`src/rtl/plab5_mcore_proc_req_acc.sv`:
```
// Processor-side request access control: stamps core security level,
// forwards permitted requests via a 2-entry queue, answers denied ones locally.
module plab5_mcore_proc_req_acc #(
    parameter int p_opaque_nbits = 8,
    parameter int p_addr_nbits   = 32,
    parameter int p_data_nbits   = 32,
    parameter logic [p_addr_nbits-1:0] p_sec_base = 32'h8000_0000,
    parameter int p_cnt_nbits    = 8,
    localparam int LenNb  = $clog2(p_data_nbits/8),
    localparam int ReqNb  = 3 + p_opaque_nbits + p_addr_nbits + LenNb + p_data_nbits,
    localparam int RespNb = 3 + p_opaque_nbits + LenNb + p_data_nbits
) (
    input  logic                   clk,
    input  logic                   reset_n,
    input  logic                   proc_sec_level,
    input  logic                   proc_req_val,
    output logic                   proc_req_rdy,
    input  logic [ReqNb-1:0]       proc_req_msg,
    output logic                   net_req_val,
    input  logic                   net_req_rdy,
    output logic [ReqNb-1:0]       net_req_msg,
    output logic                   req_sec_level,
    output logic                   deny_resp_val,
    input  logic                   deny_resp_rdy,
    output logic [RespNb-1:0]      deny_resp_msg,
    output logic                   viol_flag,
    output logic [p_cnt_nbits-1:0] viol_count
);

    typedef enum logic {EMPTY, FULL} deny_st_e;

    logic [ReqNb:0]          ent0_q, ent0_d, ent1_q, ent1_d;
    logic [1:0]              cnt_q, cnt_d;
    deny_st_e                st_q, st_d;
    logic [RespNb-1:0]       dmsg_q, dmsg_d;
    logic                    flag_q, flag_d;
    logic [p_cnt_nbits-1:0]  vcnt_q, vcnt_d;

    logic [p_addr_nbits-1:0]   addr;
    logic [p_opaque_nbits-1:0] opq;
    logic [2:0]                rtype;
    logic                      denied, acc, enq, dacc, deq;

    // Message layout, MSB first: type, opaque, addr, len, data
    assign rtype = proc_req_msg[ReqNb-1 -: 3];
    assign opq   = proc_req_msg[LenNb+p_data_nbits+p_addr_nbits +: p_opaque_nbits];
    assign addr  = proc_req_msg[LenNb+p_data_nbits +: p_addr_nbits];

    assign denied = !proc_sec_level && (addr >= p_sec_base);

    assign proc_req_rdy = (cnt_q < 2'd2) && (st_q == EMPTY);
    assign acc  = proc_req_val && proc_req_rdy;
    assign enq  = acc && !denied;
    assign dacc = acc && denied;
    assign deq  = net_req_val && net_req_rdy;

    assign net_req_val   = (cnt_q != 2'd0);
    assign net_req_msg   = ent0_q[ReqNb-1:0];
    assign req_sec_level = ent0_q[ReqNb];
    assign deny_resp_val = (st_q == FULL);
    assign deny_resp_msg = dmsg_q;
    assign viol_flag     = flag_q;
    assign viol_count    = vcnt_q;

    // Shift queue: entry 0 is always the head
    always_comb begin
        ent0_d = ent0_q;
        ent1_d = ent1_q;
        cnt_d  = cnt_q;
        if (deq) begin
            ent0_d = ent1_q;
            cnt_d  = cnt_q - 2'd1;
        end
        if (enq) begin
            if (cnt_d == 2'd0) ent0_d = {proc_sec_level, proc_req_msg};
            else               ent1_d = {proc_sec_level, proc_req_msg};
            cnt_d = cnt_d + 2'd1;
        end
    end

    always_comb begin
        st_d   = st_q;
        dmsg_d = dmsg_q;
        flag_d = flag_q;
        vcnt_d = vcnt_q;
        unique case (st_q)
            EMPTY: if (dacc) begin
                st_d   = FULL;
                dmsg_d = {rtype, opq, {LenNb{1'b0}}, {p_data_nbits{1'b0}}};
            end
            FULL: if (deny_resp_rdy) st_d = EMPTY;
        endcase
        if (dacc) begin
            flag_d = 1'b1;
            if (vcnt_q != '1) vcnt_d = vcnt_q + p_cnt_nbits'(1);
        end
    end

    always_ff @(posedge clk or negedge reset_n) begin
        if (!reset_n) begin
            ent0_q <= '0;
            ent1_q <= '0;
            cnt_q  <= 2'd0;
            st_q   <= EMPTY;
            dmsg_q <= '0;
            flag_q <= 1'b0;
            vcnt_q <= '0;
        end else begin
            ent0_q <= ent0_d;
            ent1_q <= ent1_d;
            cnt_q  <= cnt_d;
            st_q   <= st_d;
            dmsg_q <= dmsg_d;
            flag_q <= flag_d;
            vcnt_q <= vcnt_d;
        end
    end

endmodule

```
`config.mk`:
```
export PLATFORM = sky130hd
export DESIGN_NAME = plab5_mcore_proc_req_acc
export DESIGN_NICKNAME = d
export VERILOG_FILES = /design/src/rtl/plab5_mcore_proc_req_acc.sv
export SDC_FILE = /design/constraint.sdc
export NUM_CORES = 1
export LEC_CHECK = 0
export ABC_AREA = 1
export ABC_CLOCK_PERIOD_IN_PS = 5600
export CAP_MARGIN = 30
export CORE_MARGIN = 4
export CORE_UTILIZATION = 45
export CTS_BUF_LIST = sky130_fd_sc_hd__clkbuf_4 sky130_fd_sc_hd__clkbuf_8
export DETAILED_ROUTE_END_ITERATION = 16
export PLACE_DENSITY_LB_ADDON = 0.15
export SYNTH_ARGS = -nofsm -noshare
export SYNTH_HDL_FRONTEND = slang
export SYNTH_SLANG_ARGS = --single-unit
```
`constraint.sdc`:
```
create_clock -name clk -period 5.6 [get_ports clk]
set_clock_uncertainty 0.15 [all_clocks]
set_input_delay 1.12 -clock clk [delete_from_list [all_inputs] [get_ports clk]]
set_output_delay 1.12 -clock clk [all_outputs]
set_load 0.02 [all_outputs]
```
==> flow_summary.ini <==
[clock_network]
clockBufferDepth = 2
cts_setup_buffers = 0
htreeDepth = 4
clkTransAtPathRegs_ns = 0.09
cts_tree = done
clock_latency_ns = 0.45
clock_sinks = 179
ctsHoldBuffers = 0
cts_resized = 0
cts_root_buf = clkbuf_8
cts_inserted_buffers = 17

[global_route]
grt_pass1_wl_um = 32900
grt_max_degree = 95
grt_overflow = 0
grtUsageTotal_pct = 18.4
antenna_found_initial = 1
grt_pass1_vias = 6420

[sta]
setup_viol_count_final = 0
tightest_slew_ns = 0.936
final-hold-violation-count = 0
fmax_mhz = 282
finalMaxSlewViolations = 0
finalSetupTns_ns = 0
period_minus_slack_ns = 3.55
min_period_over_period_pct = 63.4
rsz0062_at_grt = no
fin_ws_ns = 2.05
relSlewSlack_pct = 37.6

[synthesis]
syn_area_per_cell_um2 = 8.78
synth.most_common_cell = nand2_1
yosysWarnings = 0
syn_inst = 1007
synth_ff_type = dfrtp_1
ys_types = 24
seq_area_frac_synth_pct = 50.7
yosysTopAreaCell = dfrtp_1
ys_seq_elements = 179
synth_edf_count = 0
synth.top_cell.area_share_pct = 50.7
yosys-top-cells-area = dfrtp_1 (51%), nand2_1 (15%), o21ai_2 (14%)
synth_common_cells = nand2_1 (363), dfrtp_1 (179), o21ai_2 (140)
async_flop_share_pct = 100
synth_area_um2 = 8840

[pwr]
p_leak_nw = 5.48
power_density_nw_per_um2 = 538
ir_drop_uv = 344

[layout]
fin_nets = 1242
drive_gt1_share_pct = 16.6
regArea_um2 = 4480
multiInputGateArea_um2 = 3490
num_antenna_cells = 0
area_growth_pct = 24.3
fillers = 1746

[detailed_routing]
wl_um = 19500
drtAntennaViolNets = 0
num_vias = 6711
drc = 0
drt_iter0_drc = 332
viasPerCell = 4.70
dr.pass1.iters = 5
wl_per_cell_um = 13.6

[floorplan]
std_cell_rows = 50
initial_utilization_pct = 46.5
die_w_um = 148
die_area_um2 = 21900
ioPinCount = 218
core_um2 = 19000
die_h_um = 148

[run_status]
status = completed

[place]
gp_congestion = 0.800
place_hpwl_um = 12300
port-buffer-count = 183
place_ws_ns = 2.14

[hold_path]
holdCritPathClass = reg2reg

[job]
maxCapViolations = 0

[setup_path]
required_ns = 4.33
setup.worst_path.start_class = register
worstPathArrival_ns = 2.28
crit_path_end_kind = output port
path_class = reg2out
worst-path-max-fanout = 30
cell usage in the layout (no fill, tap or decap):
cell,n
nor2_1,7
clkbuf_8,18
inv_1,89
xor2_1,3
nand3_1,81
buf_4,5
inv_6,4
xnor2_1,1
dfrtp_1,179
buf_2,1
nand2_8,2
conb_1,34
bufinv_16,1
inv_2,3
inv_8,1
buf_12,1
clkinv_4,3
nor2_4,2
o21ai_2,140
clkinvlp_4,1
o21ai_1,4
o21ai_0,28
clkdlybuf4s50_1,181
or2_2,1
nand2_2,2
ha_1,3
clkbuf_4,2
a21oi_1,1
clkinv_2,2
nand2_4,1
nand3b_1,1
buf_16,3
nand2_1,363
buf_6,1
stage by stage:
stage / cell area [um^2] / hold slack [ns] / total power, W / cells / util, %
3_3_place_gp: 10500 / 0.298 / 0.00505 / 1394 / 55.3
2_1_floorplan: 8960 / 0.304 / 0.00416 / 1040 / -
4_1_cts: 11000 / 0.335 / 0.00600 / 1429 / 57.8
6_report: 11000 / 0.334 / 0.00591 / 1429 / 57.8
5_1_grt: 11000 / 0.345 / 0.00642 / 1429 / 57.8
3_5_place_dp: 10600 / 0.310 / 0.00511 / 1397 / 55.8
metal layers:
layer  vias up  part of all wire, %  global-route usage (%)  wire (um)
met4         2                  1.0                    4.99        201
met3        17                  7.2                    5.73       1410
li1       3407                    -                       -          -
met5         -                0.067                       0         13
met1      3118                   44                    24.5       8650
met2       167                   47                    29.5       9190
cells by family (layout without fill, tap and decap cells):
logic type,count (synthesis),count (layout),synth area share (%)
adder cells (fa/ha/maj),3,3,0.425
AO/OA/AOI/OAI,173,173,15.7
XOR/XNOR,4,4,0.396
other,1,34,0.0424
flip-flops,179,179,50.7
buffers and inverters,187,316,11.7
AND/OR/NAND/NOR,460,460,21.1
power by group:
group          internal, W  switching (W)
clock network     0.000383       0.000478
registers          0.00186       0.000307
logic              0.00122        0.00166
sequential cells by signal, summed over array words and instances, names as in the netlist:
register and flops:
ent1_q 78, cnt_q 2, deny_resp_val 1, viol_flag 1
viol_count 8, deny_resp_msg 11, ent0_q 78
final timing paths:
| kind | start | to | slack [ns] | cells past startpoint |
|---|---|---|---|---|
| hold / removal | viol_flag$_DFFE_PN0P_ | viol_flag$_DFFE_PN0P_ | 0.33 | 1 |
| max in group asynchronous | reset_n | ent0_q[55]$_DFF_PN0_ | 3.84 | 3 |
| setup / recovery | cnt_q[1]$_DFF_PN0_ | net_req_val | 2.05 | 5 |
| setup reg to reg | cnt_q[1]$_DFF_PN0_ | ent1_q[30]$_DFFE_PN0P_ | 2.62 | 11 |
| min in group asynchronous | reset_n | ent1_q[10]$_DFFE_PN0P_ | 0.36 | 1 |
| hold reg to reg | viol_flag$_DFFE_PN0P_ | viol_flag$_DFFE_PN0P_ | 0.33 | 1 |
cell type report:
class | instances | area share, %
clock buffers | 20 | 2.39
repair buffers | 192 | 17.9
clock inverters | 12 | 1.09
flip-flops and latches | 179 | 40.8
inverters | 92 | 3.14
multi-input cells | 674 | 31.7
well taps | 260 | 2.96
worst max-delay path, cell delays in order, from the launching register on:
cell and delay [ns]:
dfrtp_1 0.47, inv_1 0.07, ha_1 0.19, inv_2 0.07, buf_4 0.35, clkdlybuf4s50_1 0.68
No activity file was read; power rests on OpenSTA's default activity.
